**src/rtl/multi_meter.sv**
```systemverilog
// multi_meter: averages 2**AVG_LOG2 lockstep ADC conversions per channel into data_out.
// Define METER_TIMEOUT_EN to add a conversion watchdog that raises a sticky error.
module multi_meter #(
    parameter int NCH         = 2,
    parameter int DW          = 12,
    parameter int AVG_LOG2    = 3,
    parameter int TIMEOUT_CYC = 4095
) (
    input  logic                clk,
    input  logic                rst,
    input  logic                start,
    input  logic                continuous,
    output logic                busy,
    output logic [NCH*DW-1:0]   data_out,
    output logic                data_valid,
    output logic                error,
    output logic                adc_start,
    input  logic                adc_new_data,
    input  logic                adc_busy,
    input  logic [NCH*DW-1:0]   adc_data
);
    localparam int AW = DW + AVG_LOG2;
    localparam int CW = AVG_LOG2 > 0 ? AVG_LOG2 : 1;
    localparam logic [CW-1:0] LAST = CW'((1 << AVG_LOG2) - 1);
    localparam logic [1:0] IDLE = 2'd0, CONVERT = 2'd1, WAIT_IDLE = 2'd2, ACCUM = 2'd3;

    logic [1:0]                 state;
    logic [CW-1:0]              cnt;
    logic [NCH-1:0][AW-1:0]     acc;
    logic [NCH-1:0][AW-1:0]     sum;
    logic [NCH-1:0][DW-1:0]     sample;
    logic                       last;

    assign busy = state != IDLE;
    assign last = cnt == LAST;

    always_comb begin
        for (int k = 0; k < NCH; k++) sum[k] = acc[k] + AW'(sample[k]);
    end

`ifdef METER_TIMEOUT_EN
    localparam int WW = $clog2(TIMEOUT_CYC + 1);
    localparam logic [WW-1:0] WD_LAST = WW'(TIMEOUT_CYC - 1);
    logic [WW-1:0] wd;
`else
    assign error = 1'b0;
`endif

    always_ff @(posedge clk) begin
        if (rst) begin
            state      <= IDLE;
            data_out   <= '0;
            data_valid <= 1'b0;
            adc_start  <= 1'b0;
            acc        <= '0;
            cnt        <= '0;
            sample     <= '0;
`ifdef METER_TIMEOUT_EN
            error      <= 1'b0;
            wd         <= '0;
`endif
        end else begin
            data_valid <= 1'b0;
            case (state)
                IDLE: if (start) begin
                    adc_start <= 1'b1;
                    state     <= CONVERT;
`ifdef METER_TIMEOUT_EN
                    error     <= 1'b0;
`endif
                end
                CONVERT: if (adc_new_data) begin
                    sample    <= adc_data;
                    adc_start <= 1'b0;
                    state     <= WAIT_IDLE;
                end
                WAIT_IDLE: if (!adc_busy) state <= ACCUM;
                default: begin
                    if (last) begin
                        for (int k = 0; k < NCH; k++) data_out[k*DW +: DW] <= sum[k][AW-1:AVG_LOG2];
                        data_valid <= 1'b1;
                        acc        <= '0;
                        cnt        <= '0;
                        adc_start  <= continuous;
                        state      <= continuous ? CONVERT : IDLE;
                    end else begin
                        acc       <= sum;
                        cnt       <= cnt + CW'(1);
                        adc_start <= 1'b1;
                        state     <= CONVERT;
                    end
                end
            endcase
`ifdef METER_TIMEOUT_EN
            // every entry to CONVERT comes from IDLE or ACCUM, where the watchdog is held at zero
            if (state == CONVERT || state == WAIT_IDLE) begin
                if (wd == WD_LAST) begin
                    error     <= 1'b1;
                    adc_start <= 1'b0;
                    acc       <= '0;
                    cnt       <= '0;
                    state     <= IDLE;
                end else begin
                    wd <= wd + WW'(1);
                end
            end else begin
                wd <= '0;
            end
`endif
        end
    end
endmodule

```
**config.mk**
```make
export PLATFORM = sky130hd
export DESIGN_NAME = multi_meter
export DESIGN_NICKNAME = d
export VERILOG_FILES = /design/src/rtl/multi_meter.sv
export SDC_FILE = /design/constraint.sdc
export NUM_CORES = 1
export LEC_CHECK = 0
export CAP_MARGIN = 10
export CORE_MARGIN = 2
export CORE_UTILIZATION = 35
export CTS_CLUSTER_DIAMETER = 150
export DETAILED_ROUTE_END_ITERATION = 16
export HOLD_SLACK_MARGIN = 0.05
export PLACE_DENSITY = 0.64
export REMOVE_ABC_BUFFERS = 1
export SYNTH_ARGS = -nofsm -noshare
export SYNTH_HDL_FRONTEND = slang
export SYNTH_SLANG_ARGS = --single-unit
```
**constraint.sdc**
```tcl
create_clock -name clk -period 3 [get_ports clk]
set_clock_uncertainty 0.05 [all_clocks]
set_input_delay 0.6 -clock clk [delete_from_list [all_inputs] [get_ports clk]]
set_output_delay 0.6 -clock clk [all_outputs]
set_load 0.01 [all_outputs]
```
==> metrics, run 1 <==
Tcrit/Tclk final 0.808; Ys Warns 0; startpoint types flop; RSZ-0062 raised after global routing no; fmax 412 MHz; number of CTS-inserted buffers 9; Net count, final 670; clk slew on worst S/H paths 0.06 ns; Cell Area, Synth 4670 um2; synth top area cells dfxtp_1 36%, ha_1 8.0%, nand2_1 7.2%; number of synthesized flops with an enable pin 0; vias in the first global route 4085; Final HPWL DP 8260 um; GR Overflow Total 0; area grow syn2layout 21.0%; buffers and inverters on the worst path 0; Ports 58; met2 Usage GRT 0.275; Port Buffers 56; mux cell area share after synthesis 0.0107; Initial Utilization 0.355; # setup viols final 0; Most Used Layer, Global Route met2; Crit Path Max Fanout 4; Critical Path Slowest Stage Cell fa_1; number of H-tree levels 3; worst relative slew slack 0.290; Tot GR Track Use 0.168; final slew viol count 0; FILL cells 1324; Inst Count DP 773; count of final hold-check violations 0; die span in x 119 um; number of library cell types mapped by synthesis 61; DRC 0; Syn Area/Cell 8.19 um2; n_diodes 0; Post-CTS Resized 0; Worst Path Required 3.18 ns; complex-gate fraction of the synthesized area 0.244; CTS Buffer Depth 2; status finished, final reports clean; initial antenna violation count 0; Simple-Gate Fraction of Synth Area 0.223; Synth top area share 0.365; TritonCTS clock tree built; largest family of logic cells by synthesized area compound AO/OA/AOI/OAI gates; Synth Area in XOR/XNOR 0.0244; first-pass GRT wire length 19300 um; Layout Cells excl Fill 789; Peak VDD IR 328 uV; clk root buf clkbuf_16; #FFs+latches synth 85; Leakage 0.00224 uW; WHS 0.408 ns; hold buffer count at CTS 0; cells after synthesis 570; Antenna Nets Post-Route 0; via/cell ratio 5.45; post-synthesis sequential area ratio 0.365; CP top delay family compound AO/OA/AOI/OAI gates; core area 13100 um2; gp weighted congestion 0.859; slowest stage delay, CP 0.41 ns; met1 usage in global routing 0.216; Sink Count 85; share of layout cells above drive strength 1 0.0522; initial drt markers 352; post-layout min period 2.43 ns; CP arrival 2.61 ns; Die ar. 14300 um2; Reg area 1700 um2; Yosys top cell by area dfxtp_1; CP cell instances ha_1 > fa_1 > a21o_1 > a221o_1 > and3_4 > or2_4 > a311o_1; Skew-Pair Late Insertion Delay 0.35 ns; DR pass1 iterations 4; Power Density 526 nW/um2; ys async rst share 0; top_reg_cell synth dfxtp_1; setup bufs post-CTS 0; area of the multi-input gates 2760 um2; post-route cell area 5650 um2; largest net degree at the start of global routing 57; Worst Tran Pin Value 1.06 ns; Post-Synth Adder-Cell Area 0.0890; die extent in y 119 um; Critical Path End Type flop; drt total wl 11700 um; # Max-Cap Violations 0; num rows 42; Crit Path Category flop to flop; routed len/inst 14.9 um; M3 GR Usage 0.0460; total number of vias 4302; dpl cell area 5360 um2; Hold Path Class flop to flop; setup TNS 0 ns
Yosys cell counts (all sizes together), types with 4 or more instances:
| library cell | number |
|---|---|
| and4 | 6 |
| a311o | 9 |
| inv | 12 |
| buf | 13 |
| a22oi | 13 |
| xnor2 | 8 |
| a21o | 12 |
| o211ai | 9 |
| clkbuf | 25 |
| and2 | 5 |
| xor2 | 5 |
| a32oi | 4 |
| nand4 | 4 |
| dfxtp | 85 |
| and3 | 14 |
| or4 | 5 |
| mux2i | 5 |
| a211o | 5 |
| nand3 | 22 |
| or2 | 4 |
| o21a | 5 |
| ha | 30 |
| nor4 | 7 |
| nor2 | 38 |
| nor3 | 7 |
| a211oi | 7 |
| a21oi | 57 |
| nand2 | 89 |
| o21ai | 24 |
layout make-up:
class | count | area share
Timing Repair Buffer | 65 | 0.113
Multi-Input combinational cell | 435 | 0.488
Inverter | 12 | 0.00798
Tap cell | 176 | 0.0390
Clock inverter | 3 | 0.00820
Clock buffer | 13 | 0.0425
Sequential cell | 85 | 0.301
sequential cells by signal, summed over array words and instances (netlist names):
name and count:
data_valid 1, acc 30, cnt 3, state 2, sample 24, data_out 24, adc_start 1
final timing paths:
check	start	to	slack, ns	cells past startpoint
setup / recovery	acc[0]	acc[12]	0.57	7
hold / removal	data_out[13]	data_out[13]	0.41	2
setup reg to reg	acc[0]	acc[12]	0.57	7
hold reg to reg	data_out[13]	data_out[13]	0.41	2
kinds of logic after synthesis:
group / after synthesis
other: 1
flip-flops: 85
buffers and inverters: 50
XOR/XNOR: 13
AO/OA/AOI/OAI: 168
AND/OR/NAND/NOR: 216
adder cells (fa/ha/maj): 32
multiplexers: 5
cells in the final DEF (no fill, tap or decap), drive strengths merged, types with 14 or more instances in the layout:
| master | netlist | layout |
|---|---|---|
| ha | 30 | 30 |
| nand2 | 89 | 89 |
| and3 | 14 | 14 |
| nand3 | 22 | 22 |
| a21oi | 57 | 57 |
| o21ai | 24 | 24 |
| clkdlybuf4s50 | 0 | 55 |
| dfxtp | 85 | 85 |
| nor2 | 38 | 38 |
layer usage:
layer	vias up	part of all wire
met4	0	0.012
met1	2060	0.47
li1	2155	-
met2	78	0.47
met5	-	0
met3	9	0.047
worst min-delay path, delay by kind of cell (launching register included):
family	cells	cell delay, ns
DFF	1	0.31
and+or+nand+nor	1	0.05
AOI/OAI and AO/OA	1	0.05
power by group:
group	switching (uW)	internal [uW]
Clock	445	648
Sequential	59.9	1210
Combinational	361	248
stage by stage:
step | power, uW | util | setup WS [ns]
after global placement | 1890 | 0.408 | 0.619
after CTS | 3010 | 0.430 | 0.572
final | 2970 | 0.430 | 0.575
after detailed placement | 1910 | 0.408 | 0.575
after global routing | 3140 | 0.430 | 0.449
after floorplan | 1670 | - | 0.586
(Power assumes the default switching activity.)
==> run 2: changes to the inputs <==
clock period = 2.4 ns   (was 3 ns; I/O delays follow)
==> run 2 against run 1 <==
Against the previous run:
- sequential cell count is the same
- wire length grew 3.5%
- first-iteration DRC count shrank 25%
- register-to-register slack lost 0.50 ns
- final area grew 2.7%
- setup slack lost 0.50 ns
- non-clock buffer count grew 9
- cell count grew 1.1%
- critical path type unchanged
- largest cell class unchanged
- largest power group is now clock
- highest routed layer unchanged
==> metrics, run 2 (synthesized netlist as in run 1, its figures left out) <==
# Max-Cap Violations 0 (unchanged); Final HPWL DP 8660 um (was 8260 um); startpoint types flop (unchanged); # setup viols final 0 (unchanged); Antenna Nets Post-Route 0 (unchanged); area grow syn2layout 24.2% (was 21.0%); total number of vias 4342 (was 4302); setup TNS 0 ns (unchanged); Critical Path Slowest Stage Cell fa_2 (was fa_1); Die ar. 14300 um2 (unchanged); slowest stage delay, CP 0.37 ns (was 0.41 ns); Port Buffers 56 (unchanged); Reg area 1700 um2 (about the same); initial drt markers 263 (was 352); vias in the first global route 4208 (was 4085); P_int 2880 uW (was 2100 uW); Leakage 0.00232 uW (was 0.00224 uW); clk slew on worst S/H paths 0.06 ns (about the same); Tcrit/Tclk final 0.970 (was 0.808); Clk network pwr share 0.404 (was 0.368); commonest non-fill, non-tap cell in the layout nand2_1 (unchanged); number of H-tree levels 3 (unchanged); Sw Share 0.274 (was 0.292); routed len/inst 15.2 um (was 14.9 um); core area 13100 um2 (unchanged); CP arrival 2.56 ns (was 2.61 ns); Ports 58 (unchanged); final slew viol count 0 (unchanged); Critical Path End Type flop (unchanged); Sink Count 85 (unchanged); largest net degree at the start of global routing 74 (was 57); Worst Path Required 2.64 ns (was 3.18 ns); P_sw 1090 uW (was 867 uW); first-pass GRT wire length 20100 um (was 19300 um); worst relative slew slack 0.521 (was 0.290); Largest regs acc: 30 flops, data_out: 24 flops, sample: 24 flops (unchanged); utilization after layout 0.441 (was 0.430); initial antenna violation count 0 (unchanged); Crit Path Max Fanout 3 (was 4); DR pass1 iterations 4 (unchanged); CP top delay family compound AO/OA/AOI/OAI gates (unchanged); Tot GR Track Use 0.173 (was 0.168); gp weighted congestion 0.880 (was 0.859); CP cell instances ha_4 > fa_2 > a21o_1 > a221o_1 > a311oi_2 > buf_4 > and4_1 > a311o_1 (was ha_1 > fa_1 > a21o_1 > a221o_1 > and3_4 > or2_4 > a311o_1); Reg power frac 0.400 (was 0.427); Power Density 684 nW/um2 (was 526 nW/um2); share of layout cells above drive strength 1 0.0804 (was 0.0522); status finished, final reports clean (unchanged); buffers and inverters on the worst path 1 (was 0); DRC 0 (unchanged); number of flip-flops in the largest register 30 (unchanged); TritonCTS clock tree built (unchanged); WHS 0.411 ns (was 0.408 ns); area of the multi-input gates 2780 um2 (was 2760 um2); post-layout min period 2.33 ns (was 2.43 ns); combinational share of power 0.196 (was 0.205); Skew-Pair Late Insertion Delay 0.34 ns (was 0.35 ns); Crit Path Category flop to flop (unchanged); dpl cell area 5410 um2 (was 5360 um2); drt total wl 12200 um (was 11700 um); Worst Tran Pin Value 0.718 ns (was 1.06 ns); fmax 430 MHz (was 412 MHz); die extent in y 119 um (unchanged); commonest cells after routing, fill and taps aside 89 x nand2_1, 83 x dfxtp_1, 55 x clkdlybuf4s50_1 (was 89 x nand2_1, 85 x dfxtp_1, 55 x a21oi_1, 55 x clkdlybuf4s50_1, 38 x nor2_1); Net count, final 679 (was 670); Top reg by flops acc (unchanged); RSZ-0062 raised after global routing yes (was no); Peak VDD IR 570 uV (was 328 uV); Initial Utilization 0.355 (unchanged); via/cell ratio 5.44 (was 5.45); count of final hold-check violations 0 (unchanged); clk root buf clkbuf_16 (unchanged); Hold Path Class flop to flop (unchanged); GR Overflow Total 0 (unchanged); post-route cell area 5800 um2 (was 5650 um2); num rows 42 (unchanged); hold buffer count at CTS 0 (unchanged); die span in x 119 um (unchanged); FILL cells 1320 (was 1324); Final Power 3960 uW (was 2970 uW); number of CTS-inserted buffers 9 (unchanged); CTS Buffer Depth 2 (unchanged); n_diodes 0 (unchanged)
## run 2: cell count changes in the layout (fill, tap and decap cells not counted), moves of 2 or more
cell,previous run,this run
ha_1,30,28
clkbuf_1,4,2
bufinv_16,1,3
dfxtp_1,85,83
buf_4,8,17
dfxtp_2,0,2
## run 2: final timing paths
path	from	cells past startpoint	end	slack [ns]
max	sample[0]	8	data_out[7]	0.07
min	sample[4]	2	sample[4]	0.41
max reg2reg	sample[0]	8	data_out[7]	0.07
min reg2reg	sample[4]	2	sample[4]	0.41
## run 2: layout make-up
class	instances	area share
Clock inverter	4	0.0164
Multi-Input combinational cell	435	0.480
Tap cell	176	0.0380
Inverter	12	0.00777
Clock buffer	12	0.0425
Timing Repair Buffer	74	0.121
Sequential cell	85	0.294
## run 2: repair_timing
| action | 4_1_cts | 5_1_grt |
|---|---|---|
| gates resized for setup | 1 | 9 |
| endpoints found under the setup margin | 3 | 11 |
| buffers inserted | 0 | 2 |
| pin swaps | 0 | 6 |
## run 2: worst min-delay path, cell delays in order (launching register included)
cell and delay, ns:
dfxtp_1 0.31, nand2_1 0.05, a21oi_1 0.05
## run 2: power by group through the flow
| stage | sequential [uW] | combinational [uW] | clock (uW) |
|---|---|---|---|
| 2_1_floorplan | 1600 | 493 | 0 |
| 3_3_place_gp | 1610 | 764 | 0 |
| 3_5_place_dp | 1620 | 788 | 0 |
| 4_1_cts | 1590 | 790 | 1650 |
| 5_1_grt | 1600 | 874 | 1700 |
| 6_report | 1580 | 777 | 1600 |
## run 2: layer usage
| metal | track usage | vias up | part of all wire |
|---|---|---|---|
| met5 | 0 | - | 0 |
| met4 | 0.0412 | 0 | 0.0092 |
| met3 | 0.0469 | 10 | 0.046 |
| met2 | 0.298 | 85 | 0.49 |
| met1 | 0.215 | 2076 | 0.45 |
| li1 | - | 2171 | - |
## run 2: stage by stage
stage	setup slack [ns]	instances
6_report	0.0719	798
5_1_grt	-0.0249	798
4_1_cts	0.0180	796
3_5_place_dp	-0.0227	780
3_3_place_gp	0.0211	780
2_1_floorplan	-0.0143	532
